<file path="src/rtl/sound_tone_scheduler.sv">
// Shares one square-wave tone generator between three latched, fixed-priority
// sound requesters (0 highest). One tone plays at a time; DONE marks normal completion.
module sound_tone_scheduler #(
  parameter int HALF_PERIOD_0 = 1000,
  parameter int HALF_PERIOD_1 = 500,
  parameter int HALF_PERIOD_2 = 250,
  parameter int PERIODS_0     = 16,
  parameter int PERIODS_1     = 16,
  parameter int PERIODS_2     = 16
) (
  input  logic       CLK,
  input  logic       RESET,
  input  logic       ENABLE,
  input  logic [2:0] REQ,
  output logic       OUT,
  output logic       BUSY,
  output logic [1:0] ACTIVE,
  output logic       DONE
);

  localparam int MAX_HP = (HALF_PERIOD_0 > HALF_PERIOD_1)
                        ? ((HALF_PERIOD_0 > HALF_PERIOD_2) ? HALF_PERIOD_0 : HALF_PERIOD_2)
                        : ((HALF_PERIOD_1 > HALF_PERIOD_2) ? HALF_PERIOD_1 : HALF_PERIOD_2);
  localparam int MAX_PR = (PERIODS_0 > PERIODS_1)
                        ? ((PERIODS_0 > PERIODS_2) ? PERIODS_0 : PERIODS_2)
                        : ((PERIODS_1 > PERIODS_2) ? PERIODS_1 : PERIODS_2);
  // Keep at least one bit so a limit of 1 (terminal count 0) still has a counter.
  localparam int HW = ($clog2(MAX_HP) < 1) ? 1 : $clog2(MAX_HP);
  localparam int PW = ($clog2(MAX_PR) < 1) ? 1 : $clog2(MAX_PR);

  localparam logic [HW-1:0] HLIM0 = HW'(HALF_PERIOD_0 - 1);
  localparam logic [HW-1:0] HLIM1 = HW'(HALF_PERIOD_1 - 1);
  localparam logic [HW-1:0] HLIM2 = HW'(HALF_PERIOD_2 - 1);
  localparam logic [PW-1:0] PLIM0 = PW'(PERIODS_0 - 1);
  localparam logic [PW-1:0] PLIM1 = PW'(PERIODS_1 - 1);
  localparam logic [PW-1:0] PLIM2 = PW'(PERIODS_2 - 1);

  typedef enum logic [1:0] {
    IDLE = 2'd0,
    HIGH = 2'd1,
    LOW  = 2'd2
  } state_t;

  state_t        state_q, state_d;
  logic [2:0]    pend_q, pend_d;
  logic [HW-1:0] half_q, half_d;
  logic [PW-1:0] per_q, per_d;
  logic [1:0]    active_q, active_d;
  logic          done_q, done_d;

  logic [HW-1:0] half_lim;
  logic [PW-1:0] per_lim;

  always_comb begin
    half_lim = HLIM0;
    per_lim  = PLIM0;
    case (active_q)
      2'd1: begin
        half_lim = HLIM1;
        per_lim  = PLIM1;
      end
      2'd2: begin
        half_lim = HLIM2;
        per_lim  = PLIM2;
      end
      default: begin
        half_lim = HLIM0;
        per_lim  = PLIM0;
      end
    endcase
  end

  always_comb begin
    state_d  = state_q;
    pend_d   = pend_q;
    half_d   = half_q;
    per_d    = per_q;
    active_d = active_q;
    done_d   = 1'b0;

    if (!ENABLE) begin
      pend_d  = '0;
      state_d = IDLE;
    end else begin
      case (state_q)
        IDLE: begin
          if (pend_q != '0) begin
            state_d = HIGH;
            half_d  = '0;
            per_d   = '0;
            if (pend_q[0]) begin
              active_d  = 2'd0;
              pend_d[0] = 1'b0;
            end else if (pend_q[1]) begin
              active_d  = 2'd1;
              pend_d[1] = 1'b0;
            end else begin
              active_d  = 2'd2;
              pend_d[2] = 1'b0;
            end
          end
        end
        HIGH: begin
          if (half_q == half_lim) begin
            state_d = LOW;
            half_d  = '0;
          end else begin
            half_d = half_q + HW'(1);
          end
        end
        LOW: begin
          if (half_q == half_lim) begin
            half_d = '0;
            if (per_q == per_lim) begin
              state_d = IDLE;
              done_d  = 1'b1;
            end else begin
              per_d   = per_q + PW'(1);
              state_d = HIGH;
            end
          end else begin
            half_d = half_q + HW'(1);
          end
        end
        default: state_d = IDLE;
      endcase
      // A new request overrides the grant-clear, so a same-cycle repeat replays once.
      pend_d = pend_d | REQ;
    end
  end

  always_ff @(posedge CLK) begin
    if (RESET) begin
      state_q  <= IDLE;
      pend_q   <= '0;
      half_q   <= '0;
      per_q    <= '0;
      active_q <= '0;
      done_q   <= 1'b0;
    end else begin
      state_q  <= state_d;
      pend_q   <= pend_d;
      half_q   <= half_d;
      per_q    <= per_d;
      active_q <= active_d;
      done_q   <= done_d;
    end
  end

  assign OUT    = (state_q == HIGH);
  assign BUSY   = (state_q != IDLE);
  assign ACTIVE = active_q;
  assign DONE   = done_q;

endmodule

</file>
<file path="config.mk">
export PLATFORM = sky130hd
export DESIGN_NAME = sound_tone_scheduler
export DESIGN_NICKNAME = d
export VERILOG_FILES = /design/src/rtl/sound_tone_scheduler.sv
export SDC_FILE = /design/constraint.sdc
export NUM_CORES = 1
export LEC_CHECK = 0
export CORE_MARGIN = 5
export CORE_UTILIZATION = 35
export CTS_CLUSTER_SIZE = 28
export DETAILED_ROUTE_END_ITERATION = 10
export DONT_BUFFER_PORTS = 1
export PLACE_DENSITY = 0.51
export SLEW_MARGIN = 15
export SYNTH_ARGS = -nofsm -noshare
export SYNTH_HDL_FRONTEND = slang
export SYNTH_SLANG_ARGS = --single-unit
export TNS_END_PERCENT = 50
</file>
<file path="constraint.sdc">
create_clock -name CLK -period 2.5 [get_ports CLK]
set_input_delay 0.375 -clock CLK [delete_from_list [all_inputs] [get_ports CLK]]
set_output_delay 0.375 -clock CLK [all_outputs]
set_load 0.05 [all_outputs]
</file>
# Yosys cells after proc, flatten, opt, wreduce, memory -nomap -nowiden
# Index checks and enable logic that the tools add are counted.
# Widths: inputs -> output; s select.
[totals]
output_inout_bits = 5
wordCells = 55
register_bits = 22
[classes]
n_mux = 21
bitwise_logic = 4
n_addsub = 2
reduce_logical = 12
n_eq_ne = 10
[ops]
columns = ["cell", "n"]
rows = [
  ["$pmux 10 s2", 2],
  ["$mux 10", 2],
  ["$mux 2", 6],
  ["$mux 4", 3],
  ["$add 10x1->10 const B", 1],
  ["$eq 10x10->1", 1],
  ["$mux 3", 3],
  ["$reduce_and 3->1", 3],
  ["$pmux 4 s2", 1],
  ["$ne 2x2->1 const B", 3],
  ["$pmux 2 s3", 1],
  ["$reduce_bool 2->1", 3],
  ["$reduce_and 5->1", 1],
  ["$add 4x1->4 const B", 1],
  ["$eq 2x1->1 const B", 2],
  ["$eq 2x2->1 const B", 2],
  ["$eq 4x4->1 const B", 1],
  ["$reduce_or 2->1", 2],
  ["$reduce_or 4->1", 1],
  ["$mux 1", 3],
  ["$not 1->1", 3],
  ["$or 3x3->3", 1],
  ["$reduce_bool 3->1", 1],
  ["$logic_not 2->1", 1],
  ["$ne 2x1->1 const B", 1],
]

# Depth between registers and ports, before layout
[depth]
word_depth = 6
ltp_mapped = 7

# Least setup slack after synthesis
# Ideal clock, no wire load.
[synth_timing]
path_type = "flip-flop to flip-flop"
start = "reg active_q[0] (netlist: ACTIVE[0])"
end = "reg per_q[2]"
slack_ns = -0.003
path_stages_with_launch = 8
t_required_ns = 2.374
setup_ns = 0.126
arrival_time_ns = 2.377
path_buffers = 0
cell_sequence = "dfxtp_1 -> inv_1 -> ha_1 -> or4b_1 -> a22o_1 -> o32a_1 -> o311ai_2 -> o21ai_1"
[synth_between]
elab_chain_len = 5
elab_cells_between_ends = 6
[synth_lines]
columns = ["element", "line", "rtl"]
rows = [
  ["from (decl)", "48", "logic [1:0] active_q, active_d;"],
  ["from (signal assigned)", "145", "active_q <= active_d;"],
  ["$eq 2x2->1 or $eq 2x1->1 (tied branches)", "57", "case (active_q)"],
  ["$pmux 10 s2 *", "57", ""],
  ["$eq 10x10->1 *", "112", "if (half_q == half_lim) begin"],
  ["$ne 2x2->1 (no source line) *", "n/a", ""],
  ["$reduce_and 5->1 (no source line) *", "n/a", ""],
  ["to (signal assigned)", "144", "per_q <= per_d;"],
  ["to (decl)", "47", "logic [PW-1:0] per_q, per_d;"],
]
# Every way passes the cells marked *; elsewhere a longest branch is shown, timed or not.
# A chain may end at the register's enable or synchronous reset.

# Final worst setup path
# Same ends and word-level chain as after synthesis.

==> results.py <==
metrics = {
    "die": {
        "start_util_pct": 35.7,
        "core_area_mm2": 0.00328,
        "rows": 21,
        "die_area_mm2": 0.00461,
        "num_io_pins": 11,
        "die_w_um": 67.9,
        "fp.dieH_um": 67.9,
    },
    "setup_path": {
        "end_kind": "flop",
        "cp_max_fo": 3,
        "critical_path_class": "reg2reg",
        "crit_required_ns": 2.71,
        "reg2reg_depth": 7,
        "crit_arrival_ns": 2.47,
        "start_kind": "flop",
    },
    "final_layout": {
        "final_common_cell": "nor2_1",
        "fill_cells": 335,
        "layout.cells.most_common_list": "22 x nor2_1, 21 x dfxtp_1, 19 x nand2_1",
        "drive_above_1_share_pct": 12.1,
        "syn_to_final_growth_pct": 13.3,
        "final_util_pct": 40.5,
        "fin_nets": 163,
        "antenna_cells": 0,
    },
    "clock_tree": {
        "cts_resized": 0,
        "cts.hold.buffers_added": 0,
        "cts_buffers": 3,
        "cts_sinks": 22,
        "cts_setup_buffers": 0,
        "clk_pin_slew_ns": 0.13,
        "cts_buffer_depth": 2,
        "htreeDepth": 1,
        "cts_tree": "yes",
        "clk_latency_ns": 0.32,
        "clockRootBuffer": "clkbuf_4",
    },
    "synthesis": {
        "synth_seq_area_share_pct": 37.6,
        "synth-simple-area-share_pct": 30.2,
        "synth_top_family_by_area": "simple AND/OR/NAND/NOR gates",
        "synth_cell_type_count": 36,
        "yosys.area.top_type": "dfxtp_1",
        "synth_top_cell_area_share_pct": 37.6,
        "synth_area_leaders": "dfxtp_1 38%, ha_1 7.5%, nor2_1 7.0%",
        "muxShareOfSynthArea_pct": 1.71,
        "synth_seq_cells": 22,
        "synth.net_count": 152,
        "synth-edff-count": 0,
        "synthAdderAreaFrac_pct": 7.47,
        "ys.flop_type": "dfxtp_1",
        "synthArstFlopShare_pct": 0,
        "syn_area_per_cell_um2": 8.43,
        "synth-compound-area-share_pct": 14.8,
        "synth_xor_area_share_pct": 5.98,
        "yosys_warnings": 0,
        "syn_area_mm2": 0.00117,
        "synthCells": 139,
    },
    "detailed_routing": {
        "drcViolationCount": 0,
        "drt_iter0_drc": 34,
        "viasPerCell": 5.16,
        "drt_wl_total_um": 2510,
        "dr_total_vias": 1007,
        "postRouteAntennaNets": 0,
        "wl_per_cell_um": 12.9,
        "dr.pass1.iters": 4,
    },
    "grt": {
        "met1_usage_pct": 14.6,
        "met3_usage_pct": 3.28,
        "grt_pass1_wl_um": 4150,
        "overflow": 0,
        "grt_pass1_vias": 965,
        "antenna_found_initial": 0,
        "grt_max_degree": 14,
        "grt_busiest_layer": "met2",
        "met2_usage_pct": 19.9,
        "track_usage_pct": 12.2,
    },
    "hold_path": {
        "hold_class": "in2reg",
        "whs_path_depth": 1,
    },
    "timing": {
        "rsz0062_at_grt": "false",
        "setup_violations": 0,
        "tns_ns": 0,
        "skew_ns": 0.00283,
        "fmax_mhz": 443,
        "hold_violations": 0,
        "layout_setup_ws_ns": 0.242,
        "tightestPinTransition_ns": 0.485,
        "slew_headroom_pct": 67.7,
        "slew_violations": 0,
        "finalCritPeriodShare_pct": 90.3,
        "finalCriticalPeriod_ns": 2.26,
    },
    "job": {
        "cap_violations": 0,
    },
    "pwr": {
        "total_power_mw": 0.719,
        "ir_drop_mv": 0.204,
        "power_density_mw_per_mm2": 541,
        "p_leak_nw": 0.473,
    },
    "place": {
        "dp_hpwl_um": 1910,
        "io_buffer_count": 0,
        "pre_cts_slack_ns": 0.260,
        "place.gp.congestion": 0.795,
    },
    "outcome": {
        "status": "finished, final reports clean",
    },
}
kinds of logic after synthesis:
kind of cell               Yosys count
DFF                                 22
adders and majority gates            7
buffers and inverters                7
AOI/OAI and AO/OA                   25
muxes                                2
xor gates and xnor gates             8
and+or+nand+nor                     68
registers in the layout, summed over array words and instances, names as in the netlist:
register	flops
half_q	10
per_q	4
pend_q	3
ACTIVE	2
state_q	2
DONE	1
path summary, 6_finish.rpt:
path         startpoint   endpoint  slack, ns
max           ACTIVE[0]   per_q[2]       0.24
min               RESET  ACTIVE[0]       0.09
max reg2reg   ACTIVE[0]   per_q[2]       0.24
min reg2reg    per_q[3]       DONE       0.49
where the power goes:
group	switching, mW	internal [mW]	total [mW]
Sequential	0.00684	0.357	0.364
Combinational	0.0507	0.0265	0.0772
Clock	0.116	0.162	0.278
critical path: stages (launching register included):
cell and delay [ns]:
dfxtp_2 0.35, inv_1 0.04, ha_1 0.29, or4b_1 0.50
a22o_1 0.26, o32a_1 0.39, o311ai_2 0.24, o21ai_1 0.10
area by class of cell:
class,instances,area (um^2),share of cell area (%)
sequential,22,442,33.2
multi-input combinational,110,706,53.1
tap,46,57.6,4.33
clock inverter,1,30.0,2.26
inverter,7,26.3,1.98
timing repair buffer,6,45.0,3.39
clock buffer,3,22.5,1.69
Yosys cell counts (all sizes together), types with 2 or more instances:
library cell / instances
a211oi: 2
a21oi: 7
and3: 3
dfxtp: 22
ha: 7
inv: 7
mux2i: 2
nand2: 19
nand2b: 3
nand3: 4
nand4: 2
nand4b: 4
nand4bb: 2
nor2: 22
nor3: 2
o21ai: 7
o22ai: 3
or4: 2
or4b: 2
xnor2: 4
xor2: 4
stage by stage:
step / hold WS, ns / std cells / instance area, um^2
global route: 0.0673 / 195 / 1330
floorplan: 0.436 / 139 / 1170
detailed placement: 0.443 / 191 / 1280
CTS: 0.0903 / 195 / 1330
global placement: 0.443 / 191 / 1280
finish: 0.0925 / 195 / 1330
metal layers:
metal	routed length, um	vias to the layer above	share of wire, %
li1	-	515	-
met1	1190	467	47
met2	1160	20	46
met3	115	5	4.6
met4	44	0	1.8
met5	0	-	0
Power figures use the tool's default switching activity.
